## config.mk

```make
export PLATFORM = sky130hd
export DESIGN_NAME = vga_timing_gen
export DESIGN_NICKNAME = d
export VERILOG_FILES = /design/src/rtl/vga_pkg.sv /design/src/rtl/vga_delay_line.sv /design/src/rtl/vga_timing_gen.sv
export SDC_FILE = /design/constraint.sdc
export NUM_CORES = 1
export LEC_CHECK = 0
export BUFFER_PORTS_ARGS = -buffer_cell sky130_fd_sc_hd__buf_2
export CAP_MARGIN = 0
export CORE_MARGIN = 2
export CORE_UTILIZATION = 25
export DETAILED_ROUTE_END_ITERATION = 10
export REMOVE_ABC_BUFFERS = 1
export SKIP_LAST_GASP = 1
export SLEW_MARGIN = 5
export SYNTH_ARGS = -nofsm -noshare
export SYNTH_HDL_FRONTEND = slang
export SYNTH_HIERARCHICAL = 1
export SYNTH_SLANG_ARGS = --single-unit
```

## constraint.sdc

```tcl
create_clock -name vga_clk -period 3.12 [get_ports vga_clk]
set_clock_uncertainty 0.1 [all_clocks]
set_input_delay 0.624 -clock vga_clk [delete_from_list [all_inputs] [get_ports vga_clk]]
set_output_delay 0.624 -clock vga_clk [all_outputs]
set_load 0.01 [all_outputs]
```

## src/rtl/vga_pkg.sv

```systemverilog
// Purpose : shared 640x480@60 raster timing defaults and the pixel coordinate type.
// Latency : n/a (package only).
// Backpressure: n/a; every pixel stage imports coord_t from here.
package vga_pkg;

    localparam int H_VISIBLE = 640;
    localparam int H_FP      = 16;
    localparam int H_SYNC    = 96;
    localparam int H_BP      = 48;
    localparam int H_TOTAL   = H_VISIBLE + H_FP + H_SYNC + H_BP;

    localparam int V_VISIBLE = 480;
    localparam int V_FP      = 10;
    localparam int V_SYNC    = 2;
    localparam int V_BP      = 33;
    localparam int V_TOTAL   = V_VISIBLE + V_FP + V_SYNC + V_BP;

    typedef logic [9:0] coord_t;

endpackage

```

## src/rtl/vga_delay_line.sv

```systemverilog
// Purpose : DEPTH-stage async-reset flop chain.
//           Ports: clk_i/rst_ni clock and reset, d_i input word, q_o output word.
// Latency : DEPTH cycles from d_i to q_o.
// Backpressure: none; it shifts every cycle. Reset loads RESET_VAL into every stage.
module vga_delay_line #(
    parameter int                 WIDTH     = 2,
    parameter int                 DEPTH     = 1,
    parameter logic [WIDTH-1:0]   RESET_VAL = '1
) (
    input  logic             clk_i,
    input  logic             rst_ni,
    input  logic [WIDTH-1:0] d_i,
    output logic [WIDTH-1:0] q_o
);

    logic [WIDTH-1:0] stage_q [DEPTH];

    always_ff @(posedge clk_i or negedge rst_ni) begin
        if (!rst_ni) begin
            for (int k = 0; k < DEPTH; k++) begin
                stage_q[k] <= RESET_VAL;
            end
        end else begin
            stage_q[0] <= d_i;
            for (int k = 1; k < DEPTH; k++) begin
                stage_q[k] <= stage_q[k-1];
            end
        end
    end

    assign q_o = stage_q[DEPTH-1];

endmodule

```

## src/rtl/vga_timing_gen.sv

```systemverilog
// Purpose : raster timing generator. Outputs DrawX/DrawY counters, blank (1 = visible),
//           line_start/frame_start pulses, and active-low hs/vs to the DAC.
// Latency : DrawX/DrawY/blank/pulses have zero latency from the counters. hs/vs lag by SYNC_DLY (1..4)
//           cycles, which lines them up with the downstream colour path that registers one cycle late.
// Backpressure: none; free-running from the first edge after reset_n rises.
module vga_timing_gen
    import vga_pkg::*;
#(
    parameter int H_VISIBLE = vga_pkg::H_VISIBLE,
    parameter int H_FP      = vga_pkg::H_FP,
    parameter int H_SYNC    = vga_pkg::H_SYNC,
    parameter int H_BP      = vga_pkg::H_BP,
    parameter int V_VISIBLE = vga_pkg::V_VISIBLE,
    parameter int V_FP      = vga_pkg::V_FP,
    parameter int V_SYNC    = vga_pkg::V_SYNC,
    parameter int V_BP      = vga_pkg::V_BP,
    parameter int SYNC_DLY  = 1
) (
    input  logic   vga_clk,
    input  logic   reset_n,
    output coord_t DrawX,
    output coord_t DrawY,
    output logic   blank,
    output logic   hs,
    output logic   vs,
    output logic   line_start,
    output logic   frame_start
);

    localparam coord_t H_LAST   = coord_t'(H_VISIBLE + H_FP + H_SYNC + H_BP - 1);
    localparam coord_t V_LAST   = coord_t'(V_VISIBLE + V_FP + V_SYNC + V_BP - 1);
    localparam coord_t H_VIS_C  = coord_t'(H_VISIBLE);
    localparam coord_t V_VIS_C  = coord_t'(V_VISIBLE);
    localparam coord_t HS_START = coord_t'(H_VISIBLE + H_FP);
    localparam coord_t HS_END   = coord_t'(H_VISIBLE + H_FP + H_SYNC);
    localparam coord_t VS_START = coord_t'(V_VISIBLE + V_FP);
    localparam coord_t VS_END   = coord_t'(V_VISIBLE + V_FP + V_SYNC);

    coord_t     hc_q, hc_d;
    coord_t     vc_q, vc_d;
    logic       running_q;
    logic       hs_raw, vs_raw;
    logic [1:0] sync_q;

    // Counters hold at 0,0 until running is set, so the first edge after
    // reset release presents pixel (0,0) with running=1 and the first frame is full length.
    always_comb begin
        hc_d = hc_q;
        vc_d = vc_q;
        if (running_q) begin
            if (hc_q == H_LAST) begin
                hc_d = '0;
                vc_d = (vc_q == V_LAST) ? '0 : vc_q + coord_t'(1);
            end else begin
                hc_d = hc_q + coord_t'(1);
            end
        end
    end

    always_ff @(posedge vga_clk or negedge reset_n) begin
        if (!reset_n) begin
            hc_q      <= '0;
            vc_q      <= '0;
            running_q <= 1'b0;
        end else begin
            hc_q      <= hc_d;
            vc_q      <= vc_d;
            running_q <= 1'b1;
        end
    end

    assign DrawX       = hc_q;
    assign DrawY       = vc_q;
    assign blank       = running_q && (hc_q < H_VIS_C) && (vc_q < V_VIS_C);
    assign line_start  = running_q && (hc_q == '0) && (vc_q < V_VIS_C);
    assign frame_start = running_q && (hc_q == '0) && (vc_q == '0);

    // vs_raw depends only on the line number, so it spans whole lines including hblank.
    assign hs_raw = !((hc_q >= HS_START) && (hc_q < HS_END));
    assign vs_raw = !((vc_q >= VS_START) && (vc_q < VS_END));

    // Reset forces every stage high, so a sync pulse in flight is dropped, not finished.
    vga_delay_line #(
        .WIDTH    (2),
        .DEPTH    (SYNC_DLY),
        .RESET_VAL(2'b11)
    ) u_sync_dly (
        .clk_i (vga_clk),
        .rst_ni(reset_n),
        .d_i   ({hs_raw, vs_raw}),
        .q_o   (sync_q)
    );

    assign hs = sync_q[1];
    assign vs = sync_q[0];

endmodule

```

# After elaboration in Yosys (flattened, before gate mapping)
# Cells that the tools add are included.
[word_totals]
input_bits = 2
register_bits = 23
[classes]
add_sub_neg = 2
magnitude_cmp = 6
n_mux = 2
reduce_logical = 12
eq_ne = 2
[op_table]
columns = ["operator", "n"]
rows = [
  ["$add A10 B1 Y10 const B", 2],
  ["$eq A10 B10 Y1 const B", 2],
  ["$logic_not A10 Y1", 2],
  ["$lt A10 B10 Y1 const B", 2],
  ["$lt A10 B9 Y1 const B", 2],
  ["$mux W10", 2],
  ["$ge A10 B10 Y1 const B", 1],
  ["$ge A10 B9 Y1 const B", 1],
  ["$logic_and A1 B1 Y1", 7],
  ["$logic_not A1 Y1", 2],
  ["$reduce_and A2 Y1", 1],
]

# Depth between registers and ports, before layout
[depth]
depth_word = 3
mapped_depth = 6
depth_no_buf = 6

# By module
# The synthesis kept the hierarchy.
[by_module_without_submodules]
columns = ["module", "area_per_inst_um2", "cells_each", "seq_area_each_um2", "instances"]
rows = [
  ["vga_timing_gen", 1168.6, 122, 525.5, 1],
  ["vga_delay_line", 52.6, 2, 52.6, 1],
]

# Worst setup path before layout
# OpenSTA, ideal clock, no wires.
[synth_path]
path_type = "reg-to-reg"
start = "register hc_q[7], in the netlist DrawX[7]"
end = "register hc_q[9], in the netlist DrawX[9]"
period_less_slack_ns = 2.034
stages_incl_launch_ff = 5
t_required_ns = 2.889
arrival_ns = 1.803
path_slack_ns = 1.086
path_cell_list = "dfrtp_1 > or4b_4 > or3_4 > and3_1 > or3_1"
[synth_via]
elab_chain_cells = 2
word_cells_on_any_way = 3
classes_between = "1 x add/sub; 1 x eq/ne; 1 x mux"
[synth_rtl]
columns = ["item", "line_no", "text"]
rows = [
  ["from (decl)", "vga_timing_gen.sv:39", "coord_t hc_q, hc_d;"],
  ["from (signal assigned)", "vga_timing_gen.sv:62", "hc_q <= '0;"],
  ["from (signal assigned)", "vga_timing_gen.sv:66", "hc_q <= hc_d;"],
  ["$add A10 B1 Y10 / $eq A10 B10 Y1 (equally long branches)", "vga_timing_gen.sv:55, vga_timing_gen.sv:51", ""],
  ["$mux W10 (*)", "vga_timing_gen.sv:51", "if (hc_q == H_LAST) begin"],
]
# Every way passes the cells marked *; elsewhere a longest branch is shown, timed or not.
# A chain may end at the register's enable or synchronous reset.

# Worst setup path in the final report
[layout_path]
start = "register hc_q[2], in the netlist DrawX[2]"
end = "output port line_start"
[layout_via]
elab_chain_cells = 3
[layout_rtl]
columns = ["item", "line_no", "text"]
rows = [
  ["$logic_not A10 Y1", "vga_timing_gen.sv:75", "assign line_start = running_q && (hc_q == '0) && (vc_q < V_VIS_C);"],
  ["$logic_and A1 B1 Y1 (2 in a row)", "vga_timing_gen.sv:75", ""],
  ["to (decl)", "vga_timing_gen.sv:26", "output logic line_start,"],
]
# No other way between the ends.

==> results.sh <==
export IMPL_status="complete, no violations"
export IMPL_hold_viol=0
export IMPL_ioPinCount=27
export IMPL_ys_async_sr_fraction_pct=100
export IMPL_via_per_inst=4.61
export IMPL_cts_resized=0
export IMPL_p_per_area_mw_per_mm2=488
export IMPL_synth_seq_area_share_pct=47.3
export IMPL_gp_congestion=0.799
export IMPL_ys_seq_elements=23
export IMPL_cts_buffers=3
export IMPL_synth_distinct_cells=38
export IMPL_regToRegStartpoint="DrawX[7]"
export IMPL_setup_tns_ns=0
export IMPL_grt_overflow_total=0
export IMPL_cts_sinks=23
export IMPL_grt_max_degree=24
export IMPL_fmax_mhz=435
export IMPL_synth_edf_count=0
export IMPL_worst_pin_slew_ns=0.521
export IMPL_fillers=486
export IMPL_yosys_warnings=6
export IMPL_hold_path_class="in2async"
export IMPL_die_area_mm2=0.00546
export IMPL_antenna_found_initial=0
export IMPL_cts_tree="done"
export IMPL_clk_pin_slew_ns=0.09
export IMPL_htree_levels=1
export IMPL_dp_hpwl_um=1930
export IMPL_crit_arrival_ns=1.57
export IMPL_place_ws_ns=1.05
export IMPL_finalSetupViolCount=0
export IMPL_netlist_area_mm2=0.00122
export IMPL_placedInstanceArea_mm2=0.00142
export IMPL_critPathMaxFanout=9
export IMPL_cts_root_buf="clkbuf_8"
export IMPL_detail_route_wirelength_um=2700
export IMPL_start_util_pct=25.9
export IMPL_drive_gt1_share_pct=24.5
export IMPL_post_cts_buffers=0
export IMPL_maxSlewViolCount=0
export IMPL_period_minus_slack_ns=2.30
export IMPL_critPathLaunch="DrawX[2]"
export IMPL_ant_nets=0
export IMPL_n_antenna_cell=0
export IMPL_firstDrtPassIters=4
export IMPL_worst_setup_path_type="reg2out"
export IMPL_core_area_mm2=0.00472
export IMPL_grt_pass1_vias=931
export IMPL_rows=25
export IMPL_clock_path_buffers=2
export IMPL_grtUsageTotal_pct=10.3
export IMPL_final_cell_area_mm2=0.00146
export IMPL_fin_nets=158
export IMPL_postSynthAreaPerCell_um2=9.85
export IMPL_port_buffers=26
export IMPL_cts_hold_buf=0
export IMPL_final_util_pct=31.0
export IMPL_critPathRequiredTime_ns=2.40
export IMPL_synthFlopType="dfrtp_1"
export IMPL_power_leakage_nw=0.704
export IMPL_clock_latency_ns=0.26
export IMPL_end_kind="output port"
export IMPL_routedWlPerCell_um=12.4
export IMPL_finalCritPeriodShare_pct=73.7
export IMPL_start_kind="register"
export IMPL_peakVddDrop_mv=0.154
export IMPL_die_h_um=73.9
export IMPL_setup_ws_ns=0.821
export IMPL_drc=0
export IMPL_p_total_w=0.000715
export IMPL_area_growth_pct=19.9
export IMPL_maxCapViolations=0
export IMPL_num_vias=1006
export IMPL_dieWidth_um=73.9
export IMPL_drtIter0Drc=54
export IMPL_relSlewSlack_pct=65.3
export IMPL_grt_pass1_wl_um=4360
export IMPL_rsz0062_at_grt="no"
export IMPL_synthCells=124
-- flip-flops by register name, summed over array words and instances (netlist names) --
signal and cells:
running_q 1, u_sync_dly/q_o 2, DrawX 10, DrawY 10
-- critical path: stages (launching register included) --
cell	delay [ns]
dfrtp_1	0.48
nor4b_1	0.33
nand4b_1	0.19
nor3_1	0.16
buf_2	0.16
-- area by class of cell --
| type | count | area (um^2) | area share, % |
|---|---|---|---|
| Tap cell | 67 | 83.8 | 5.73 |
| Inverter | 4 | 15.0 | 1.03 |
| Clock buffer | 4 | 45.0 | 3.08 |
| Timing Repair Buffer | 27 | 138 | 9.40 |
| Multi-Input combinational cell | 93 | 604 | 41.3 |
| Sequential cell | 23 | 578 | 39.5 |
-- path summary, 6_finish.rpt --
check | endpoint | slack [ns] | depth (start not counted)
setup / recovery | line_start | 0.82 | 4
hold / removal | running_q | 0.23 | 1
setup reg to reg | DrawX[9] | 1.03 | 4
hold reg to reg | u_sync_dly/q_o[0] | 0.41 | 1
max in group asynchronous | u_sync_dly/q_o[1] | 2.33 | 1
min in group vga_clk | u_sync_dly/q_o[0] | 0.41 | 1
-- placed cells by master (no fill, tap or decap), types with 2 or more instances in the layout --
master | Yosys | layout
buf_2 | 1 | 26
nand3_1 | 10 | 10
clkbuf_8 | 0 | 3
xnor2_1 | 6 | 6
and3_1 | 2 | 2
o21ai_0 | 4 | 4
and2_1 | 2 | 2
and4_1 | 2 | 2
xor2_1 | 4 | 4
nor2_1 | 7 | 7
nor4b_1 | 2 | 2
nor3_1 | 4 | 4
nand4_1 | 9 | 9
dfstp_2 | 2 | 2
dfrtp_1 | 21 | 21
nand2_1 | 11 | 11
nand2b_1 | 2 | 2
inv_1 | 4 | 4
nor4_1 | 3 | 3
nor2b_1 | 2 | 2
a21oi_1 | 2 | 2
ha_1 | 4 | 4
or3_1 | 3 | 3
-- synthesized netlist by cell type, types with 2 or more instances --
library cell | n | area share (%)
o21ai_0 | 4 | 1.6
nor2b_1 | 2 | 1.0
and3_1 | 2 | 1.0
xor2_1 | 4 | 2.9
inv_1 | 4 | 1.2
nand2_1 | 11 | 3.4
or3_1 | 3 | 1.5
nor4b_1 | 2 | 1.4
nor3_1 | 4 | 1.6
ha_1 | 4 | 4.1
and4_1 | 2 | 1.4
nand2b_1 | 2 | 1.0
clkbuf_1 | 2 | 0.61
nor2_1 | 7 | 2.2
dfrtp_1 | 21 | 43
dfstp_2 | 2 | 4.3
nand4_1 | 9 | 4.6
and2_1 | 2 | 1.0
xnor2_1 | 6 | 4.3
nor4_1 | 3 | 1.5
a21oi_1 | 2 | 0.82
nand3_1 | 10 | 4.1
-- routing by layer --
metal / routed length, um / vias to the layer above / GRT usage, %
met5: 0 / - / 0
met4: 60 / 0 / 6.06
met3: 87 / 4 / 1.78
met2: 1290 / 18 / 16.6
met1: 1270 / 486 / 13.0
li1: - / 498 / -
-- per-stage QoR --
| stage | instances | hold WS, ns |
|---|---|---|
| floorplan | 120 | 0.228 |
| global placement | 214 | 0.388 |
| detailed placement | 214 | 0.399 |
| CTS | 218 | 0.248 |
| global route | 218 | 0.269 |
| finish | 218 | 0.227 |
-- power breakdown --
| part | internal [W] | total [W] | switching [W] |
|---|---|---|---|
| Combinational | 0.0000632 | 0.000132 | 0.0000691 |
| Sequential | 0.000329 | 0.000394 | 0.0000644 |
| Clock | 0.0000911 | 0.000189 | 0.0000976 |
-- logic make-up after synthesis --
logic type	Yosys count	share of synthesized area, %
simple gates	66	31.4
compound gates	10	4.82
other cells	1	0.307
xor+xnor	10	7.17
fa+ha+maj	4	4.10
buf+inv	8	3.18
flops	23	47.3
mux	2	1.74
(Power assumes the default switching activity.)
